### config.mk
export PLATFORM = sky130hd
export DESIGN_NAME = cordic_job_ctrl
export DESIGN_NICKNAME = d
export VERILOG_FILES = /design/src/rtl/cordic_pkg.sv /design/src/rtl/cordic_job_ctrl.sv
export SDC_FILE = /design/constraint.sdc
export NUM_CORES = 1
export LEC_CHECK = 0
export ABC_AREA = 1
export ABC_CLOCK_PERIOD_IN_PS = 1000
export CAP_MARGIN = 10
export CORE_ASPECT_RATIO = 0.5
export CORE_MARGIN = 8
export CORE_UTILIZATION = 37
export CTS_BUF_LIST = sky130_fd_sc_hd__clkbuf_16
export CTS_CLUSTER_SIZE = 24
export DETAILED_ROUTE_END_ITERATION = 8
export GPL_TIMING_DRIVEN = 0
export PLACE_DENSITY_LB_ADDON = 0.05
export SLEW_MARGIN = 5
export SYNTH_ARGS = -nofsm -noshare
export SYNTH_HDL_FRONTEND = slang
export SYNTH_SLANG_ARGS = --single-unit
### constraint.sdc
create_clock -name clk -period 1 [get_ports clk]
set_input_delay 0.1 -clock clk [delete_from_list [all_inputs] [get_ports clk]]
set_output_delay 0.1 -clock clk [all_outputs]
set_load 0.02 [all_outputs]
### src/rtl/cordic_pkg.sv
// Shared constants and controller state encoding for the CORDIC job path.
// Latency: n/a (declarations only).
// Backpressure: n/a.
package cordic_pkg;

  // Coordinate-system codes as the core expects them on its coord input.
  localparam logic [1:0] CORDIC_LINEAR     = 2'b00;
  localparam logic [1:0] CORDIC_CIRCULAR   = 2'b01;
  localparam logic [1:0] CORDIC_RESERVED   = 2'b10;
  localparam logic [1:0] CORDIC_HYPERBOLIC = 2'b11;

  // Mode codes.
  localparam logic CORDIC_ROTATION  = 1'b0;
  localparam logic CORDIC_VECTORING = 1'b1;

  typedef enum logic [2:0] {
    ST_IDLE,
    ST_LOAD,
    ST_RUN,
    ST_CAPTURE,
    ST_RESULT
  } ctrl_state_t;

endpackage

### src/rtl/cordic_job_ctrl.sv
// Accepts one CORDIC job, drives cordic_comp through load/run, captures its results.
// Latency: result valid ITERATIONS+3 cycles after the request handshake (1 cycle for reserved coord).
// Backpressure: req_ready low whenever busy; result held stable in RESULT until res_ready.
//
// Ports:
//   clk, rst                    rising-edge clock, synchronous active-high reset
//   req_valid/req_ready         job request handshake
//   req_{x,y,z}_{whole,decimal} job operands; req_mode, req_coord job mode/coordinate system
//   core_{x,y,z}_{whole,decimal}, core_mode, core_coord  registered job fields to the core
//   core_rst                    core reset/load; high whenever the core is not running
//   core_{x,y,z}_out            core results
//   res_valid/res_ready         result handshake
//   res_{x,y,z}, res_mode, res_coord, res_err  captured result and job echo
//   busy                        controller is not idle
module cordic_job_ctrl
  import cordic_pkg::*;
#(
  parameter int WHOLE_BIT_WIDTH   = 2,   // at least 2
  parameter int DECIMAL_BIT_WIDTH = 6,
  parameter int ITERATIONS        = WHOLE_BIT_WIDTH + DECIMAL_BIT_WIDTH  // at least 1
) (
  input  logic                                         clk,
  input  logic                                         rst,

  input  logic                                         req_valid,
  output logic                                         req_ready,
  input  logic [WHOLE_BIT_WIDTH-1:0]                   req_x_whole,
  input  logic [WHOLE_BIT_WIDTH-1:0]                   req_y_whole,
  input  logic [WHOLE_BIT_WIDTH-1:0]                   req_z_whole,
  input  logic [DECIMAL_BIT_WIDTH-1:0]                 req_x_decimal,
  input  logic [DECIMAL_BIT_WIDTH-1:0]                 req_y_decimal,
  input  logic [DECIMAL_BIT_WIDTH-1:0]                 req_z_decimal,
  input  logic                                         req_mode,
  input  logic [1:0]                                   req_coord,

  output logic [WHOLE_BIT_WIDTH-1:0]                   core_x_whole,
  output logic [DECIMAL_BIT_WIDTH-1:0]                 core_x_decimal,
  output logic [WHOLE_BIT_WIDTH-1:0]                   core_y_whole,
  output logic [DECIMAL_BIT_WIDTH-1:0]                 core_y_decimal,
  output logic [WHOLE_BIT_WIDTH-1:0]                   core_z_whole,
  output logic [DECIMAL_BIT_WIDTH-1:0]                 core_z_decimal,
  output logic                                         core_mode,
  output logic [1:0]                                   core_coord,
  output logic                                         core_rst,
  input  logic [WHOLE_BIT_WIDTH+DECIMAL_BIT_WIDTH-1:0] core_x_out,
  input  logic [WHOLE_BIT_WIDTH+DECIMAL_BIT_WIDTH-1:0] core_y_out,
  input  logic [WHOLE_BIT_WIDTH+DECIMAL_BIT_WIDTH-1:0] core_z_out,

  output logic                                         res_valid,
  input  logic                                         res_ready,
  output logic [WHOLE_BIT_WIDTH+DECIMAL_BIT_WIDTH-1:0] res_x,
  output logic [WHOLE_BIT_WIDTH+DECIMAL_BIT_WIDTH-1:0] res_y,
  output logic [WHOLE_BIT_WIDTH+DECIMAL_BIT_WIDTH-1:0] res_z,
  output logic                                         res_mode,
  output logic [1:0]                                   res_coord,
  output logic                                         res_err,
  output logic                                         busy
);

  localparam int W  = WHOLE_BIT_WIDTH + DECIMAL_BIT_WIDTH;
  localparam int CW = $clog2(ITERATIONS + 1);
  localparam logic [CW-1:0] CNT_LAST = CW'(ITERATIONS - 1);

  ctrl_state_t   state_q, state_d;
  logic [CW-1:0] cnt_q;
  logic          accept;
  logic          reserved_job;

  assign accept       = (state_q == ST_IDLE) && req_valid;
  assign reserved_job = (req_coord == CORDIC_RESERVED);

  // ---------------------------------------------------------------- state register
  always_ff @(posedge clk) begin
    if (rst) begin
      state_q <= ST_IDLE;
    end else begin
      state_q <= state_d;
    end
  end

  // ---------------------------------------------------------------- next state
  always_comb begin
    state_d = state_q;
    case (state_q)
      ST_IDLE: begin
        if (req_valid) begin
          // A reserved coordinate system never starts the core; the error is reported directly.
          state_d = reserved_job ? ST_RESULT : ST_LOAD;
        end
      end
      ST_LOAD:    state_d = ST_RUN;
      ST_RUN: begin
        if (cnt_q == CNT_LAST) begin
          state_d = ST_CAPTURE;
        end
      end
      ST_CAPTURE: state_d = ST_RESULT;
      ST_RESULT: begin
        if (res_ready) begin
          state_d = ST_IDLE;
        end
      end
      default:    state_d = ST_IDLE;
    endcase
  end

  // ---------------------------------------------------------------- outputs
  always_comb begin
    req_ready = 1'b0;
    core_rst  = 1'b1;
    res_valid = 1'b0;
    busy      = 1'b0;
    req_ready = (state_q == ST_IDLE) && !rst;
    // rst is ORed in so an abort during RUN freezes the core in the same cycle.
    core_rst  = (state_q != ST_RUN) || rst;
    res_valid = (state_q == ST_RESULT);
    busy      = (state_q != ST_IDLE);
  end

  // ---------------------------------------------------------------- iteration counter
  always_ff @(posedge clk) begin
    if (rst) begin
      cnt_q <= '0;
    end else if (state_q == ST_LOAD) begin
      cnt_q <= '0;
    end else if (state_q == ST_RUN) begin
      cnt_q <= cnt_q + CW'(1);
    end
  end

  // ---------------------------------------------------------------- job and result registers
  always_ff @(posedge clk) begin
    if (rst) begin
      core_x_whole   <= '0;
      core_x_decimal <= '0;
      core_y_whole   <= '0;
      core_y_decimal <= '0;
      core_z_whole   <= '0;
      core_z_decimal <= '0;
      core_mode      <= 1'b0;
      core_coord     <= 2'b00;
      res_x          <= '0;
      res_y          <= '0;
      res_z          <= '0;
      res_mode       <= 1'b0;
      res_coord      <= 2'b00;
      res_err        <= 1'b0;
    end else begin
      if (accept) begin
        core_x_whole   <= req_x_whole;
        core_x_decimal <= req_x_decimal;
        core_y_whole   <= req_y_whole;
        core_y_decimal <= req_y_decimal;
        core_z_whole   <= req_z_whole;
        core_z_decimal <= req_z_decimal;
        core_mode      <= req_mode;
        core_coord     <= req_coord;
        if (reserved_job) begin
          res_x     <= '0;
          res_y     <= '0;
          res_z     <= '0;
          res_mode  <= req_mode;
          res_coord <= req_coord;
          res_err   <= 1'b1;
        end
      end
      // core_rst is high in CAPTURE, so the core outputs hold the final iteration.
      if (state_q == ST_CAPTURE) begin
        res_x     <= W'(core_x_out);
        res_y     <= W'(core_y_out);
        res_z     <= W'(core_z_out);
        res_mode  <= core_mode;
        res_coord <= core_coord;
        res_err   <= 1'b0;
      end
    end
  end

endmodule

==> out/summary.txt <==
Status: complete, but fails checks
Failing checks: negative setup slack
Congestion Overflow GR: 0
Largest net degree at the start of global routing: 11
Post-synth top area cell: dfxtp_1
Via count: 2733
Crit-path max cell delay: 0.36 ns
Row cnt: 21
Worst-path cell chain: inv_4 > nand2_2 > nor2_4 > buf_6 > clkinvlp_4 > nor2_4 > buf_6
Delay-heaviest family, CP: buffers and inverters
Non-filler instance count after layout: 556
NetSw: 2.57 mW
Clock Latency Late Sink: 0.32 ns
Vias in the first global route: 2771
Worst min path class: in -> reg
Most common cell in the synthesized netlist: nand2_1
FF+latch count, synth: 62
Crit path from: state_q[2]$_SDFFE_PP0P_
Clk sink count: 62
Post-layout min period: 1.44 ns
Slowest cell on crit path: dfxtp_4
DR WL/cell: 16.6 um
First-pass GRT wire length: 14400 um
Post-Syn Area: 0.00244 mm2
Total track usage: 19.5%
Worst hold slack: 0.169 ns
Critical Path End Type: primary output
DR pass1 iterations: 4
Initial antenna violation count: 0
Design Power: 8.09 mW
DR iter-0 viols: 143
Die ar.: 0.00959 mm2
Antenna Cells: 0
R2r endpoint: res_mode$_SDFFE_PP0P_
Slew Limit Fails: 0
Final HPWL from detailed placement: 6050 um
Worst Setup Path Type: reg -> out
Core Region: 0.00652 mm2
Avg Inst Size Synth: 7.83 um2
Clk root buf: clkbuf_16
Pwr per Cell Area: 1790 mW/mm2
Crit path to: req_ready
Final ANT Viol Nets: 0
Drt total wl: 9250 um
Slew margin rel.: 51.0%
TritonCTS buffer count: 9
Share of flip-flops with an asynchronous set or reset: 0%
Sw Ratio: 31.8%
Routability cong.: 0.834
Synth cell types: 22
Die height: 73.4 um
# setup viols final: 66
Post-synthesis sequential area ratio: 51.0%
Utilization after layout: 69.1%
RR Startpoint: state_q[2]$_SDFFE_PP0P_
Layout cell share with drive strength beyond 1: 46.8%
Clock slew at reported path FFs: 0.05 ns
Num ports: 114
Synth Flop Type: dfxtp_1
Critical Path Stages: 7
Setup TNS Final: -23.13 ns
Fin crit share: 144%
CP bufs+invs: 4
Worst setup margin: -0.436 ns
Synth warnings: 0
Max VDD drop: 1.26 mV
H-tree depth: 3
CTS tree: built
Port Buffers: 111
Initial Util: 37.4%
Final #Nets: 516
Clock Power Share: 32.6%
Yosys top cell area share: 51.0%
Post-synth EDFFs: 0
CP Data Required Time: 0.90 ns
Top post-synthesis cells by count: 63 x nand2_1, 62 x dfxtp_1, 56 x a21oi_1
Maximum clock path buffer count: 2
Clock skew: 0.00412 ns
CP arrival: 1.34 ns
Post-Place Cells: 514
Flop pwr share: 35.3%
Max Cap Viol: 0
Layout area overhead: 85.0%
Cell count after synthesis: 311
Total internal power: 5.52 mW
Fmax: 696 MHz
CP Launch Type: flop
Synthesized Nets: 367
Leading post-synthesis cells by cell area: dfxtp_1 51%, a21oi_1 12%, nand3_1 11%
Hold-fix buffers, CTS: 0
Leakage: 1.87 nW
RSZ-0062 raised after global routing: true
# DRC: 0
Vias/cell: 4.92
Least-Margin Pin Slew: 0.735 ns
Reg2Reg Depth: 9
Peak fanout along the critical path: 3
FF-to-FF setup slack: -0.40 ns
Final Hold Fails: 0
Comb power frac: 32.0%
Width of the die: 131 um
## worst min path at each step
stage                               start                             end  cells after the start
global route                    req_valid  core_z_decimal[0]$_SDFFE_PP0P_                      3
finish                          req_valid  core_z_decimal[0]$_SDFFE_PP0P_                      3
CTS                             req_valid  core_z_decimal[0]$_SDFFE_PP0P_                      3
global placement    cnt_q[3]$_SDFFE_PP0N_           cnt_q[3]$_SDFFE_PP0N_                      1
detailed placement  cnt_q[3]$_SDFFE_PP0N_           cnt_q[3]$_SDFFE_PP0N_                      1
floorplan                   core_y_out[1]           res_y[1]$_SDFFE_PP0P_                      2
## cell usage in the layout (no fill, tap or decap), drive strengths merged
master	instances
nand4	3
o21ai	12
nand3	55
clkbuf	17
clkinvlp	1
nor2	17
ha	1
buf	99
nor3	1
a31oi	1
inv	21
clkinv	3
dfxtp	62
clkdlybuf4s50	52
a21oi	56
nand2	63
## worst reg2reg max path: stages, from the launching register on
cell and delay [ns]:
dfxtp_4 0.36, buf_4 0.14, nor2_4 0.10, buf_6 0.13, nand3_4 0.10, buf_6 0.14, nor2_4 0.11, nor2_4 0.07
nor2_1 0.09, nor2_1 0.05
## timing repair
action                     4_1_cts  5_1_grt
buffers inserted                18        4
cloned                           5        0
gates resized for setup        356       54
setup endpoints to repair      120       72
pin swaps                       34        7
## state kept, by name (all words and copies together), names as in the netlist, 2 cells and up
signal / cells
res_x: 8
res_y: 8
res_z: 8
core_x_decimal: 6
core_y_decimal: 6
core_z_decimal: 6
cnt_q: 4
state_q: 3
core_coord: 2
core_x_whole: 2
core_y_whole: 2
core_z_whole: 2
res_coord: 2
## layer usage
| metal | track usage, % | part of all wire (%) | vias to the layer above |
|---|---|---|---|
| li1 | - | - | 1342 |
| met1 | 24.1 | 45 | 1298 |
| met2 | 28.3 | 43 | 85 |
| met3 | 11.2 | 11 | 8 |
| met4 | 5.04 | 0.79 | 0 |
| met5 | 0 | 0 | - |
## layout make-up
class | instances | area [um2]
sequential | 62 | 1260
clock buffer | 9 | 225
multi-input combinational | 209 | 1440
timing repair buffer | 138 | 1170
clock inverter | 6 | 23.8
fill | 563 | 2010
inverter | 19 | 85.1
tap | 92 | 115
buffer | 21 | 186
## logic make-up after synthesis
kind of cell | Yosys count | synth area share, %
flops | 62 | 51.0
compound gates | 69 | 14.2
fa+ha+maj | 1 | 0.514
simple gates | 139 | 26.6
buf+inv | 40 | 7.76
## per-stage QoR
step | setup WS, ns | instance area (um2)
2_1_floorplan | -0.244 | 2470
3_5_place_dp | -0.823 | 3690
3_3_place_gp | -0.822 | 3690
4_1_cts | -0.443 | 4290
6_report | -0.436 | 4510
5_1_grt | -0.504 | 4510
## power groups by stage
| stage | Combinational, mW | Sequential [mW] | Clock, mW |
|---|---|---|---|
| floorplan | 0.795 | 3.07 | 0 |
| global placement | 1.83 | 2.86 | 0 |
| detailed placement | 1.84 | 2.87 | 0 |
| CTS | 2.36 | 2.83 | 2.71 |
| global route | 2.76 | 2.88 | 2.81 |
| finish | 2.59 | 2.86 | 2.64 |
No activity file was read; power rests on OpenSTA's default activity.
